## config.mk

```make
export PLATFORM = sky130hd
export DESIGN_NAME = mesi_snoop_responder
export DESIGN_NICKNAME = d
export VERILOG_FILES = /design/src/rtl/mesi_pkg.sv /design/src/rtl/mesi_line_array.sv /design/src/rtl/mesi_snoop_responder.sv
export SDC_FILE = /design/constraint.sdc
export NUM_CORES = 1
export LEC_CHECK = 0
export BUFFER_PORTS_ARGS = -buffer_cell sky130_fd_sc_hd__buf_2
export CAP_MARGIN = 20
export CORE_UTILIZATION = 50
export CTS_CLUSTER_SIZE = 40
export DETAILED_ROUTE_END_ITERATION = 12
export HOLD_SLACK_MARGIN = 0.08
export PLACE_DENSITY = 0.81
export REMOVE_ABC_BUFFERS = 1
export SLEW_MARGIN = 20
export SYNTH_ARGS = -nofsm -noshare
export SYNTH_HDL_FRONTEND = slang
export SYNTH_SLANG_ARGS = --single-unit
export TNS_END_PERCENT = 50
```

## constraint.sdc

```tcl
create_clock -name clock -period 5.32 [get_ports clock]
set_input_delay 0.532 -clock clock [delete_from_list [all_inputs] [get_ports clock]]
set_output_delay 0.532 -clock clock [all_outputs]
set_load 0.1 [all_outputs]
```

## src/rtl/mesi_pkg.sv

```systemverilog
// Shared MESI encodings and snoop FSM state type used by both halves of the
// coherence controller (snoop responder and CPU-side next-state machine).
package mesi_pkg;

    localparam logic [2:0] ST_INVALID   = 3'b000;
    localparam logic [2:0] ST_MODIFIED  = 3'b001;
    localparam logic [2:0] ST_SHARED    = 3'b010;
    localparam logic [2:0] ST_EXCLUSIVE = 3'b011;

    localparam logic [1:0] OP_NONE  = 2'b00;
    localparam logic [1:0] OP_RMISS = 2'b01;
    localparam logic [1:0] OP_WMISS = 2'b10;
    localparam logic [1:0] OP_INV   = 2'b11;

    typedef enum logic [1:0] {
        SN_IDLE,
        SN_LOOKUP,
        SN_WRITEBACK,
        SN_RESPOND
    } snoop_state_t;

    // Unused codes collapse to INVALID so nothing downstream sees them.
    function automatic logic [2:0] norm_state(input logic [2:0] s);
        case (s)
            ST_MODIFIED, ST_SHARED, ST_EXCLUSIVE: norm_state = s;
            default:                              norm_state = ST_INVALID;
        endcase
    endfunction

    function automatic logic line_valid(input logic [2:0] s);
        line_valid = (norm_state(s) != ST_INVALID);
    endfunction

endpackage

```

## src/rtl/mesi_line_array.sv

```systemverilog
// Per-line tag/MESI state storage: combinational lookup and CPU read ports,
// with the snoop write taking priority over a CPU write to the same line.
module mesi_line_array
    import mesi_pkg::*;
#(
    parameter int NUM_LINES = 4,
    parameter int IDX_W     = 2,
    parameter int TAG_W     = 8
) (
    input  logic             clock,
    input  logic             reset,
    input  logic [IDX_W-1:0] lk_index,
    output logic [2:0]       lk_state,
    output logic [TAG_W-1:0] lk_tag,
    input  logic [IDX_W-1:0] rd_index,
    output logic [2:0]       rd_state,
    output logic [TAG_W-1:0] rd_tag,
    input  logic             snp_we,
    input  logic [IDX_W-1:0] snp_index,
    input  logic [2:0]       snp_state,
    input  logic             cpu_we,
    input  logic [IDX_W-1:0] cpu_index,
    input  logic [TAG_W-1:0] cpu_tag,
    input  logic [2:0]       cpu_state
);

    logic [2:0]       state_reg [NUM_LINES];
    logic [TAG_W-1:0] tag_reg   [NUM_LINES];

    // Snoop writes only change state; the tag belongs to whoever filled the line.
    always_ff @(posedge clock or posedge reset) begin
        if (reset) begin
            for (int i = 0; i < NUM_LINES; i++) begin
                state_reg[i] <= ST_INVALID;
                tag_reg[i]   <= '0;
            end
        end else begin
            for (int i = 0; i < NUM_LINES; i++) begin
                if (snp_we && snp_index == IDX_W'(i)) begin
                    state_reg[i] <= snp_state;
                end else if (cpu_we && cpu_index == IDX_W'(i)) begin
                    state_reg[i] <= norm_state(cpu_state);
                    tag_reg[i]   <= cpu_tag;
                end
            end
        end
    end

    assign lk_state = state_reg[lk_index];
    assign lk_tag   = tag_reg[lk_index];
    assign rd_state = state_reg[rd_index];
    assign rd_tag   = tag_reg[rd_index];

endmodule

```

## src/rtl/mesi_snoop_responder.sv

```systemverilog
// Bus-side MESI snoop responder: looks up snooped requests, downgrades or
// invalidates the line, writes back Modified data and reports sharing.
module mesi_snoop_responder
    import mesi_pkg::*;
#(
    parameter int NUM_LINES = 4,
    parameter int IDX_W     = 2,
    parameter int TAG_W     = 8
) (
    input  logic             clock,
    input  logic             reset,
    input  logic             bus_valid,
    output logic             bus_ready,
    input  logic [1:0]       bus_op,
    input  logic [IDX_W-1:0] bus_index,
    input  logic [TAG_W-1:0] bus_tag,
    output logic             snoop_done,
    output logic             shared,
    output logic             wb_req,
    output logic [IDX_W-1:0] wb_index,
    output logic [TAG_W-1:0] wb_tag,
    input  logic             wb_ack,
    input  logic             cpu_upd_valid,
    output logic             cpu_upd_ready,
    input  logic [IDX_W-1:0] cpu_upd_index,
    input  logic [TAG_W-1:0] cpu_upd_tag,
    input  logic [2:0]       cpu_upd_state,
    input  logic [IDX_W-1:0] cpu_rd_index,
    output logic [2:0]       cpu_rd_state,
    output logic [TAG_W-1:0] cpu_rd_tag
);

    snoop_state_t     state_reg, state_next;
    logic [1:0]       op_reg;
    logic [IDX_W-1:0] idx_reg;
    logic [TAG_W-1:0] req_tag_reg;
    logic             hit_reg;
    logic [2:0]       new_state_reg;
    logic [IDX_W-1:0] wb_index_reg;
    logic [TAG_W-1:0] wb_tag_reg;

    logic [2:0]       lk_state;
    logic [TAG_W-1:0] lk_tag;
    logic             hit;
    logic [2:0]       new_state;
    logic             accept;
    logic             snp_we;
    logic             cpu_we;

    mesi_line_array #(
        .NUM_LINES (NUM_LINES),
        .IDX_W     (IDX_W),
        .TAG_W     (TAG_W)
    ) u_array (
        .clock     (clock),
        .reset     (reset),
        .lk_index  (idx_reg),
        .lk_state  (lk_state),
        .lk_tag    (lk_tag),
        .rd_index  (cpu_rd_index),
        .rd_state  (cpu_rd_state),
        .rd_tag    (cpu_rd_tag),
        .snp_we    (snp_we),
        .snp_index (idx_reg),
        .snp_state (new_state_reg),
        .cpu_we    (cpu_we),
        .cpu_index (cpu_upd_index),
        .cpu_tag   (cpu_upd_tag),
        .cpu_state (cpu_upd_state)
    );

    assign hit = line_valid(lk_state) && (lk_tag == req_tag_reg);

    always_comb begin
        new_state = norm_state(lk_state);
        if (hit) begin
            case (op_reg)
                OP_RMISS:        new_state = ST_SHARED;
                OP_WMISS, OP_INV: new_state = ST_INVALID;
                default:         new_state = norm_state(lk_state);
            endcase
        end
    end

    always_comb begin
        state_next    = state_reg;
        bus_ready     = 1'b0;
        snoop_done    = 1'b0;
        shared        = 1'b0;
        wb_req        = 1'b0;
        cpu_upd_ready = 1'b1;
        snp_we        = 1'b0;
        accept        = 1'b0;
        case (state_reg)
            SN_IDLE: begin
                bus_ready = 1'b1;
                accept    = bus_valid;
                if (bus_valid) state_next = SN_LOOKUP;
            end
            SN_LOOKUP: begin
                cpu_upd_ready = (cpu_upd_index != idx_reg);
                state_next    = (hit && norm_state(lk_state) == ST_MODIFIED) ? SN_WRITEBACK : SN_RESPOND;
            end
            SN_WRITEBACK: begin
                cpu_upd_ready = (cpu_upd_index != idx_reg);
                wb_req        = 1'b1;
                if (wb_ack) state_next = SN_RESPOND;
            end
            SN_RESPOND: begin
                cpu_upd_ready = (cpu_upd_index != idx_reg);
                snoop_done    = 1'b1;
                shared        = hit_reg && (op_reg == OP_RMISS);
                snp_we        = hit_reg;
                state_next    = SN_IDLE;
            end
            default: state_next = SN_IDLE;
        endcase
    end

    assign cpu_we   = cpu_upd_valid && cpu_upd_ready;
    assign wb_index = wb_index_reg;
    assign wb_tag   = wb_tag_reg;

    always_ff @(posedge clock or posedge reset) begin
        if (reset) begin
            state_reg <= SN_IDLE;
        end else begin
            state_reg <= state_next;
        end
    end

    // Lookup result is frozen here so the RESPOND write is immune to
    // CPU traffic on other lines in the meantime.
    always_ff @(posedge clock or posedge reset) begin
        if (reset) begin
            op_reg        <= OP_NONE;
            idx_reg       <= '0;
            req_tag_reg   <= '0;
            hit_reg       <= 1'b0;
            new_state_reg <= ST_INVALID;
            wb_index_reg  <= '0;
            wb_tag_reg    <= '0;
        end else begin
            if (accept) begin
                op_reg      <= bus_op;
                idx_reg     <= bus_index;
                req_tag_reg <= bus_tag;
            end
            if (state_reg == SN_LOOKUP) begin
                hit_reg       <= hit;
                new_state_reg <= new_state;
                if (hit && norm_state(lk_state) == ST_MODIFIED) begin
                    wb_index_reg <= idx_reg;
                    wb_tag_reg   <= lk_tag;
                end
            end
        end
    end

endmodule

```

* Yosys cells after proc, flatten, opt, wreduce, memory -nomap -nowiden *
Index checks and enable logic that the tools add are counted.

word-level totals
  flip-flop bits (word level) = 72
  bits in latches = 0
  bits in writable memories = 0
  ROM bits = 0
  bits of input ports = 32
  output and inout bits = 26
  memories kept = 0

operators by class
  add/sub/neg operators = 0
  $mul = 0
  div/mod/pow operators = 0
  order comparisons = 2
  eq/ne operators = 23
  shifts and indexed selects = 0
  mux-type cells = 36
  bitwise operators = 6
  reductions and logical operators = 30

operators with widths
  cell                                                                   count
  3-bit 2-to-1 mux                                                       16
  8-bit binary-select mux with 2-bit select                              2
  8-bit 2-to-1 mux                                                       4
  2-bit equality test, second input constant                             8
  3-bit binary-select mux with 2-bit select                              2
  3-bit by 2-bit equality test with 1-bit output, second input constant  4
  1-bit logical AND                                                      12
  2-bit AND reduction                                                    6
  3-bit by 1-bit equality test with 1-bit output, second input constant  3
  3-bit OR reduction                                                     3
  2-bit by 1-bit equality test with 1-bit output, second input constant  4
  8-bit equality test                                                    1
  1-bit 2-to-1 mux                                                       8
  2-bit case mux with 4 select lines                                     1
  2-bit nonzero test                                                     4
  3-bit greater-or-equal comparator, second input constant               2
  2-bit logical NOT                                                      3
  2-bit inverter with 3-bit output                                       2
  3-bit case mux with 2 select lines                                     1
  2-bit 2-to-1 mux                                                       2
  2-bit != test, second input constant                                   2
  1-bit inverter                                                         4
  3-bit nonzero test                                                     1
  2-bit != test                                                          1
  2-bit OR reduction                                                     1

* Longest topological paths before layout *
Gate-level depths: netlist of the first run.

  depth in word-level cells = 12
  gate-level depth with buffers = 7
  mapped depth without buffers = 7

* By module *
A second synthesis of the first run with hierarchy kept.

unflattened totals
  cells, all modules = 267
  area total of the unflattened synthesis = 3813.7 um2

modules (own cells, without submodules)
  module                instances  cells an instance  area an instance (um2)  sequential area each (um2)
  mesi_line_array       1          157                2452.4                  1101.1
  mesi_snoop_responder  1          110                1361.3                  700.7

* Worst setup path after synthesis of the first run *
No wires, ideal clock.

  path kind = register to output
  from = reg state_reg[0]
  to = out shared
  arrival = 3715 ps
  data required time = 4788 ps
  setup slack = 1073 ps
  cell stages (with the launch flop) = 4
  path buffers = 0
  cells stage by stage = dfrtp_1 ha_1 nand2_1 nor3b_1

between the ends
  word-level cells in the longest chain between the ends = 2

RTL lines
  element                 RTL line                     text
  start, declared         mesi_snoop_responder.sv:33   snoop_state_t state_reg, state_next;
  start signal, assigned  mesi_snoop_responder.sv:128  state_reg <= state_next;
  2-bit equality test     mesi_snoop_responder.sv:94   case (state_reg)
  1-bit 2-to-1 mux        mesi_snoop_responder.sv:94
  end, declared           mesi_snoop_responder.sv:18   output logic shared,

No other way between the ends.

* Worst setup path in the final report of the first run *
  from = reg idx_reg[0]
  to = reg wb_tag_reg[5] (netlist: wb_tag[5])

between the ends
  word-level cells in the longest chain between the ends = 11

RTL lines
  element                                                                                                           RTL line                                                 text
  start, declared                                                                                                   mesi_snoop_responder.sv:35                               logic [IDX_W-1:0] idx_reg;
  start signal, assigned                                                                                            mesi_snoop_responder.sv:146                              idx_reg <= bus_index;
  2-bit inverter with 3-bit output (not written as such) (*)                                                        mesi_line_array.sv:49, mesi_line_array.sv:50
  3-bit binary-select mux with 2-bit select                                                                         mesi_line_array.sv:49                                    assign lk_state = state_reg[lk_index];
  3-bit 2-to-1 mux (not written as such) (2 in a row)                                                               mesi_line_array.sv:49
  3-bit by 1-bit equality test with 1-bit output or 3-bit by 2-bit equality test with 1-bit output (tied branches)  mesi_pkg.sv:24                                           case (s)
  3-bit OR reduction                                                                                                mesi_pkg.sv:24
  3-bit 2-to-1 mux                                                                                                  mesi_pkg.sv:24
  3-bit 2-to-1 mux or 3-bit nonzero test (tied branches)                                                            mesi_snoop_responder.sv:149, mesi_pkg.sv:31
  3-bit by 1-bit equality test with 1-bit output or 1-bit logical AND (tied branches)                               mesi_snoop_responder.sv:152, mesi_snoop_responder.sv:72
  1-bit logical AND                                                                                                 mesi_snoop_responder.sv:152                              if (hit && norm_state(lk_state) == ST_MODIFIED) begin
  2-bit AND reduction (no source line)                                                                              -
  end signal, assigned                                                                                              mesi_snoop_responder.sv:154                              wb_tag_reg <= lk_tag;
  end, declared                                                                                                     mesi_snoop_responder.sv:40                               logic [TAG_W-1:0] wb_tag_reg;

Every way passes the cells marked *; elsewhere a longest branch is shown, timed or not. The select of a mux whose other input is x is not followed.
A chain may end at the register's enable or synchronous reset.

==> metrics.md, run 1 <==
| Metric | Value |
|---|---|
| Worst hold start | bus_tag[5] |
| Largest stage delay, worst path | 0.96 ns |
| Drt first pass iters | 4 |
| Final slew viol count | 0 |
| Setup Buffers After CTS | 0 |
| Final GP Congestion | 0.810 |
| Clk_lat worst skew | 0.35 ns |
| Num Clock Sinks | 72 |
| Switching Fraction | 47.1% |
| Worst path arrival time | 3.52 ns |
| P_sw | 1290 uW |
| # rows | 30 |
| FF-to-FF path depth | 5 |
| Synth top area cells | dfrtp_1 49%, mux2_2 17%, mux4_2 12% |
| Predominant post-synthesis flop cell | dfrtp_1 |
| Critical path startpoint | idx_reg[0]$_DFFE_PP0P_ |
| Antenna-violating nets left | 0 |
| CTS Hold Bufs | 0 |
| Top delay family on crit path | multiplexers |
| Max reg flops | 32 |
| Vias per Instance | 5.80 |
| Iter 0 DRT Violations | 139 |
| Status | complete, no violations |
| Count of final setup violators | 0 |
| Post-Route WL | 7990 um |
| Int Pwr | 1450 uW |
| Crit Path Max Fanout | 21 |
| Slew HR | 38.0% |
| Yosys top cell by area | dfrtp_1 |
| Fill count | 523 |
| Total congestion overflow | 0 |
| Die area | 0.00768 mm^2 |
| Mean Syn Cell Area | 13.7 um^2 |
| Synth Area in Adders | 1.36% |
| Total power | 2740 uW |
| Asr flop ratio synth | 100% |
| Clock share of power | 13.9% |
| Synth top area share | 49.1% |
| Logic pwr share | 49.8% |
| First-pass GRT wire length | 13,000 um |
| Flop pwr share | 36.3% |
| Sequential fraction of the synthesis area | 49.1% |
| Critical path depth in cells | 5 |
| CP max-delay cell | dfrtp_1 |
| H-tree depth | 3 |
| Worst ir drop on vdd | 335 uV |
| WP buf/inv | 0 |
| Root Driver | clkbuf_8 |
| RSZ-0062 raised after global routing | false |
| Worst r2r src | idx_reg[0]$_DFFE_PP0P_ |
| Tot GR Track Use | 23.5% |
| Core area | 0.00694 mm^2 |
| Yosys warns | 0 |
| Power per cell area | 651 mW/mm^2 |
| Largest family of logic cells by synthesized area | multiplexers |
| Vias in the first global route | 2,568 |
| Setup TNS | 0 ns |
| Complex-gate fraction of the synthesized area | 4.40% |
| Antenna cells | 0 |
| Post-cts resize count | 0 |
| Hold path cells | 2 |
| Die W | 87.6 um |
| EDFF count, synth | 0 |
| Simple-Gate Fraction of Synth Area | 7.34% |
| Count leader, synth | dfrtp_1 |
| Layout cell share with drive strength beyond 1 | 45.5% |
| Final #Nets | 363 |
| Startpoint Class | flop |
| Worst slew pin tran | 0.930 ns |
| Hold Crit Class | in2reg |
| Worst-path clk slew | 0.08 ns |
| Final Cycle Share | 61.6% |
| Clock buffer depth | 2 |
| Placed wire-length estimate | 5770 um |
| Skew final | 0.00885 ns |
| Static leakage | 0.00187 uW |
| Initial core utilization | 52.8% |
| WP data required | 5.56 ns |
| Routed len/inst | 18.7 um |
| Largest net degree at the start of global routing | 73 |
| Fmax | 0.305 GHz |
| Area growth, synth to finish | 14.7% |
| Commonest cells post-synth | 72 x dfrtp_1, 54 x mux2_2, 20 x mux4_2 |
| CTS tree | yes |
| Mux cell area share after synthesis | 32.8% |
| Final-report hold violation count | 0 |
| Worst setup EP type | flop |
| CTS Buf Count | 9 |
| Post-synthesis xor/xnor area fraction | 2.39% |
| Critical path, cell by cell | mux4_1, xnor2_1, nand4_1, nor4_4, mux2_2 |
| Die height | 87.6 um |
| PortBufs | 57 |
| Vias | 2,483 |
| Count of max-cap constraint violations | 0 |
| Flops & latches, synth | 72 |
| I/O pin total | 58 |
| Mapped cell area | 0.00367 mm^2 |
| Synthesized netlist cell count | 268 |
| Cell variety after synth | 38 |
| Minimum clock period | 3.28 ns |
| Initial antenna violation count | 0 |
| Setup CP Type | reg2reg |
| DRC | 0 |
[final timing paths]
kind	end	slack (ns)
setup / recovery	wb_tag[5]$_DFFE_PP0P_	2.04
hold / removal	req_tag_reg[5]$_DFFE_PP0P_	0.41
setup reg to reg	wb_tag[5]$_DFFE_PP0P_	2.04
hold reg to reg	u_array.state_reg[11]$_DFFE_PP0P_	0.52
max in group asynchronous	op_reg[0]$_DFFE_PP0P_	4.29
min in group asynchronous	u_array.tag_reg[0]$_DFFE_PP0P_	0.45
[metal layers]
layer / track usage, % / vias up / share of wire [%]
li1: - / 1116 / -
met1: 31.8 / 1256 / 44
met2: 36.7 / 96 / 48
met3: 3.58 / 15 / 4.9
met4: 13.0 / 0 / 2.6
met5: 0 / - / 0
[logic make-up after synthesis]
family,Yosys count
flip-flops,72
AO/OA/AOI/OAI,27
multiplexers,85
buffers and inverters,22
XOR/XNOR,10
AND/OR/NAND/NOR,48
adder cells (fa/ha/maj),4
[through the flow]
stage / std cells / utilization (%) / setup slack (ns) / hold WS (ns) / instance area [um^2]
floorplan: 257 / - / 1.07 / 0.473 / 3610
global placement: 412 / 58.1 / 2.13 / 0.481 / 4030
detailed placement: 412 / 58.1 / 2.01 / 0.496 / 4030
CTS: 428 / 60.6 / 1.99 / 0.394 / 4210
global route: 428 / 60.6 / 1.82 / 0.403 / 4210
finish: 428 / 60.6 / 2.04 / 0.407 / 4210
[cell type report]
cell class                      instances  area (um^2)  share of cell area [%]
Sequential cell                        72         1800                    42.8
Multi-Input combinational cell        174         1770                    42.1
Timing Repair Buffer                   59          300                    7.14
Clock buffer                           10          128                    3.03
Tap cell                               96          120                    2.86
Clock inverter                          6         46.3                    1.10
Inverter                               11         41.3                   0.982
[cell usage in the layout, fill, tap and decap left out, types with 2 or more instances in the layout]
master / count
o22ai_1: 2
mux4_1: 2
a21oi_1: 11
clkinvlp_4: 2
nor2b_1: 5
mux2_2: 54
nand2_1: 10
buf_4: 2
and4_1: 2
and2_1: 2
nor2_1: 11
nand3_1: 2
nand3b_1: 2
mux4_2: 20
dfrtp_1: 72
inv_1: 10
mux2i_1: 9
o21ai_0: 7
buf_2: 57
ha_1: 4
xnor2_1: 10
clkinv_4: 3
nand4_1: 6
nand2b_1: 2
clkbuf_8: 9
[power by group through the flow]
| stage | clock, uW | combinational, uW | sequential [uW] |
|---|---|---|---|
| 6_report | 379 | 1360 | 995 |
| 5_1_grt | 418 | 1440 | 1030 |
| 4_1_cts | 389 | 1370 | 993 |
| 3_5_place_dp | 0 | 1360 | 1010 |
| 3_3_place_gp | 0 | 1330 | 983 |
| 2_1_floorplan | 0 | 1110 | 982 |
(Power assumes the default switching activity.)
==> run 2: changes to the inputs <==
Settings changed: PLACE_DENSITY 0.81 to 0.84.
Clock period 5.32 ns to 2.9 ns, I/O delays scaled along.
==> metrics.md, run 2 (synthesis results as in run 1) <==
| Metric | Value |
|---|---|
| Status | complete, no violations |
| Root Driver | clkbuf_8 |
| Commonest cells after routing, fill and taps aside | 72 x dfrtp_1, 57 x buf_2, 54 x mux2_2 |
| First-pass GRT wire length | 13,200 um |
| Post-DP Area | 0.00411 mm^2 |
| Post-cts resize count | 0 |
| Clock buffer depth | 2 |
| Initial antenna violation count | 0 |
| Count of final setup violators | 0 |
| Vias in the first global route | 2,605 |
| Fill count | 513 |
| Count of max-cap constraint violations | 0 |
| FF-to-FF path depth | 6 |
| Commonest non-fill, non-tap cell in the layout | dfrtp_1 |
| Worst r2r src | idx_reg[0]$_DFFE_PP0P_ |
| Int Pwr | 2870 uW |
| Total congestion overflow | 0 |
| Routed length on met3 | 533 um |
| Clock share of power | 16.5% |
| Worst path arrival time | 2.95 ns |
| Fmax | 0.369 GHz |
| Vias per Instance | 5.81 |
| Routed len/inst | 18.9 um |
| Final GP Congestion | 0.854 |
| Die W | 87.6 um |
| Antenna cells | 0 |
| Crit Path Max Fanout | 8 |
| H-tree depth | 3 |
| Placed Cells | 422 |
| Flop pwr share | 33.5% |
| Worst ir drop on vdd | 587 uV |
| Final core utilization | 62.5% |
| Final #Nets | 374 |
| PortBufs | 57 |
| RSZ-0062 raised after global routing | false |
| WP data required | 3.14 ns |
| Logic pwr share | 49.9% |
| Initial core utilization | 52.8% |
| Worst hold margin | 0.160 ns |
| Critical path, cell by cell | mux4_1, xnor2_1, nand4_1, nor4_4, buf_4, mux2_2 |
| Final Cycle Share | 93.4% |
| Final WS setup | 0.192 ns |
| Tot GR Track Use | 23.5% |
| Hold Crit Class | in2reg |
| Largest stage delay, worst path | 0.68 ns |
| Register area | 0.00180 mm^2 |
| Met2 wire length | 4090 um |
| CTS Buf Count | 9 |
| Worst Hold Path EP | req_tag_reg[1]$_DFFE_PP0P_ |
| Placed wire-length estimate | 6110 um |
| Slew HR | 63.7% |
| Final slew viol count | 0 |
| DRC | 0 |
| Worst slew pin tran | 0.543 ns |
| # rows | 30 |
| Largest net degree at the start of global routing | 26 |
| Cell area after layout | 0.00434 mm^2 |
| Wire length on met1 | 3500 um |
| Worst setup EP type | flop |
| Startpoint Class | flop |
| Static leakage | 0.00195 uW |
| R2r setup slk | 0.19 ns |
| Post-Route WL | 8290 um |
| Setup CP Type | reg2reg |
| Max reg flops | 32 |
| Setup Buffers After CTS | 0 |
| Iter 0 DRT Violations | 151 |
| Power per cell area | 1220 mW/mm^2 |
| I/O pin total | 58 |
| Clk_lat worst skew | 0.36 ns |
| Switching Fraction | 45.5% |
| Area growth, synth to finish | 18.3% |
| Multi-input gate area | 0.00177 mm^2 |
| Core area | 0.00694 mm^2 |
| CTS Hold Bufs | 1 |
| Layout cell share with drive strength beyond 1 | 47.1% |
| Worst hold start | bus_tag[1] |
| Top sig layer | met4 |
| Non-filler cells, final | 438 |
| Hold path cells | 2 |
| Die area | 0.00768 mm^2 |
| Minimum clock period | 2.71 ns |
| Antenna-violating nets left | 0 |
| Worst-path clk slew | 0.08 ns |
| Final-report hold violation count | 0 |
| Skew final | 0.00988 ns |
| CTS tree | yes |
| Die height | 87.6 um |
| Vias | 2,545 |
| Num Clock Sinks | 72 |
| Drt first pass iters | 4 |
| CP max-delay cell | mux4_1 |
| Setup WS pre-CTS | 0.252 ns |
| P_sw | 2400 uW |
| Reg2reg end | wb_tag[2]$_DFFE_PP0P_ |
==> run 2: changes by cell type in the layout (fill, tap and decap cells not counted) <==
cell	previous run	this run
dlygate4sd3_1	0	1
clkinvlp_4	2	1
clkinv_4	3	1
buf_4	2	12
bufinv_16	0	2
clkbuf_1	1	0
clkbuf_8	9	10
==> run 2: layout make-up <==
| type | count | area share (%) |
|---|---|---|
| inverter | 11 | 0.952 |
| timing repair buffer | 70 | 8.89 |
| multi-input combinational | 174 | 40.8 |
| tap | 96 | 2.77 |
| clock inverter | 5 | 1.88 |
| sequential | 72 | 41.5 |
| clock buffer | 10 | 3.17 |
==> run 2: per-stage QoR <==
stage	TNS (ns)	total power, uW
CTS	0	5280
floorplan	-5.49	3840
finish	0	5270
global placement	0	4300
detailed placement	0	4390
global route	0	5520
==> run 2: how the worst max path moves through the flow <==
stage                                   from                    end  slack [ns]
finish                idx_reg[0]$_DFFE_PP0P_  wb_tag[2]$_DFFE_PP0P_        0.19
global route          idx_reg[0]$_DFFE_PP0P_  wb_tag[2]$_DFFE_PP0P_        0.01
CTS                   idx_reg[0]$_DFFE_PP0P_  wb_tag[2]$_DFFE_PP0P_        0.19
detailed placement    idx_reg[0]$_DFFE_PP0P_  wb_tag[5]$_DFFE_PP0P_        0.25
global placement      idx_reg[0]$_DFFE_PP0P_  wb_tag[7]$_DFFE_PP0P_        0.33
floorplan           state_reg[0]$_DFFE_PP0P_                 shared       -1.10
==> run 2: power groups by stage <==
stage                     Combinational [uW]  Clock [uW]  Sequential, uW
after floorplan                         2040           0            1800
after global placement                  2540           0            1760
after detailed placement                2610           0            1780
after CTS                               2630         887            1760
after global routing                    2780         920            1820
final                                   2630         871            1770
==> run 2: per-layer routing <==
| layer | vias up | global-route usage, % |
|---|---|---|
| met2 | 101 | 37.4 |
| met4 | 0 | 12.4 |
| met1 | 1293 | 31.3 |
| li1 | 1138 | - |
| met5 | - | 0 |
| met3 | 13 | 4.05 |
==> run 2: critical path, delay by kind of cell (launching register included) <==
| kind | cells | cell delay [ns] |
|---|---|---|
| DFF | 1 | 0.58 |
| buffers and inverters | 1 | 0.20 |
| muxes | 2 | 1.01 |
| and+or+nand+nor | 2 | 0.58 |
| xor gates and xnor gates | 1 | 0.22 |
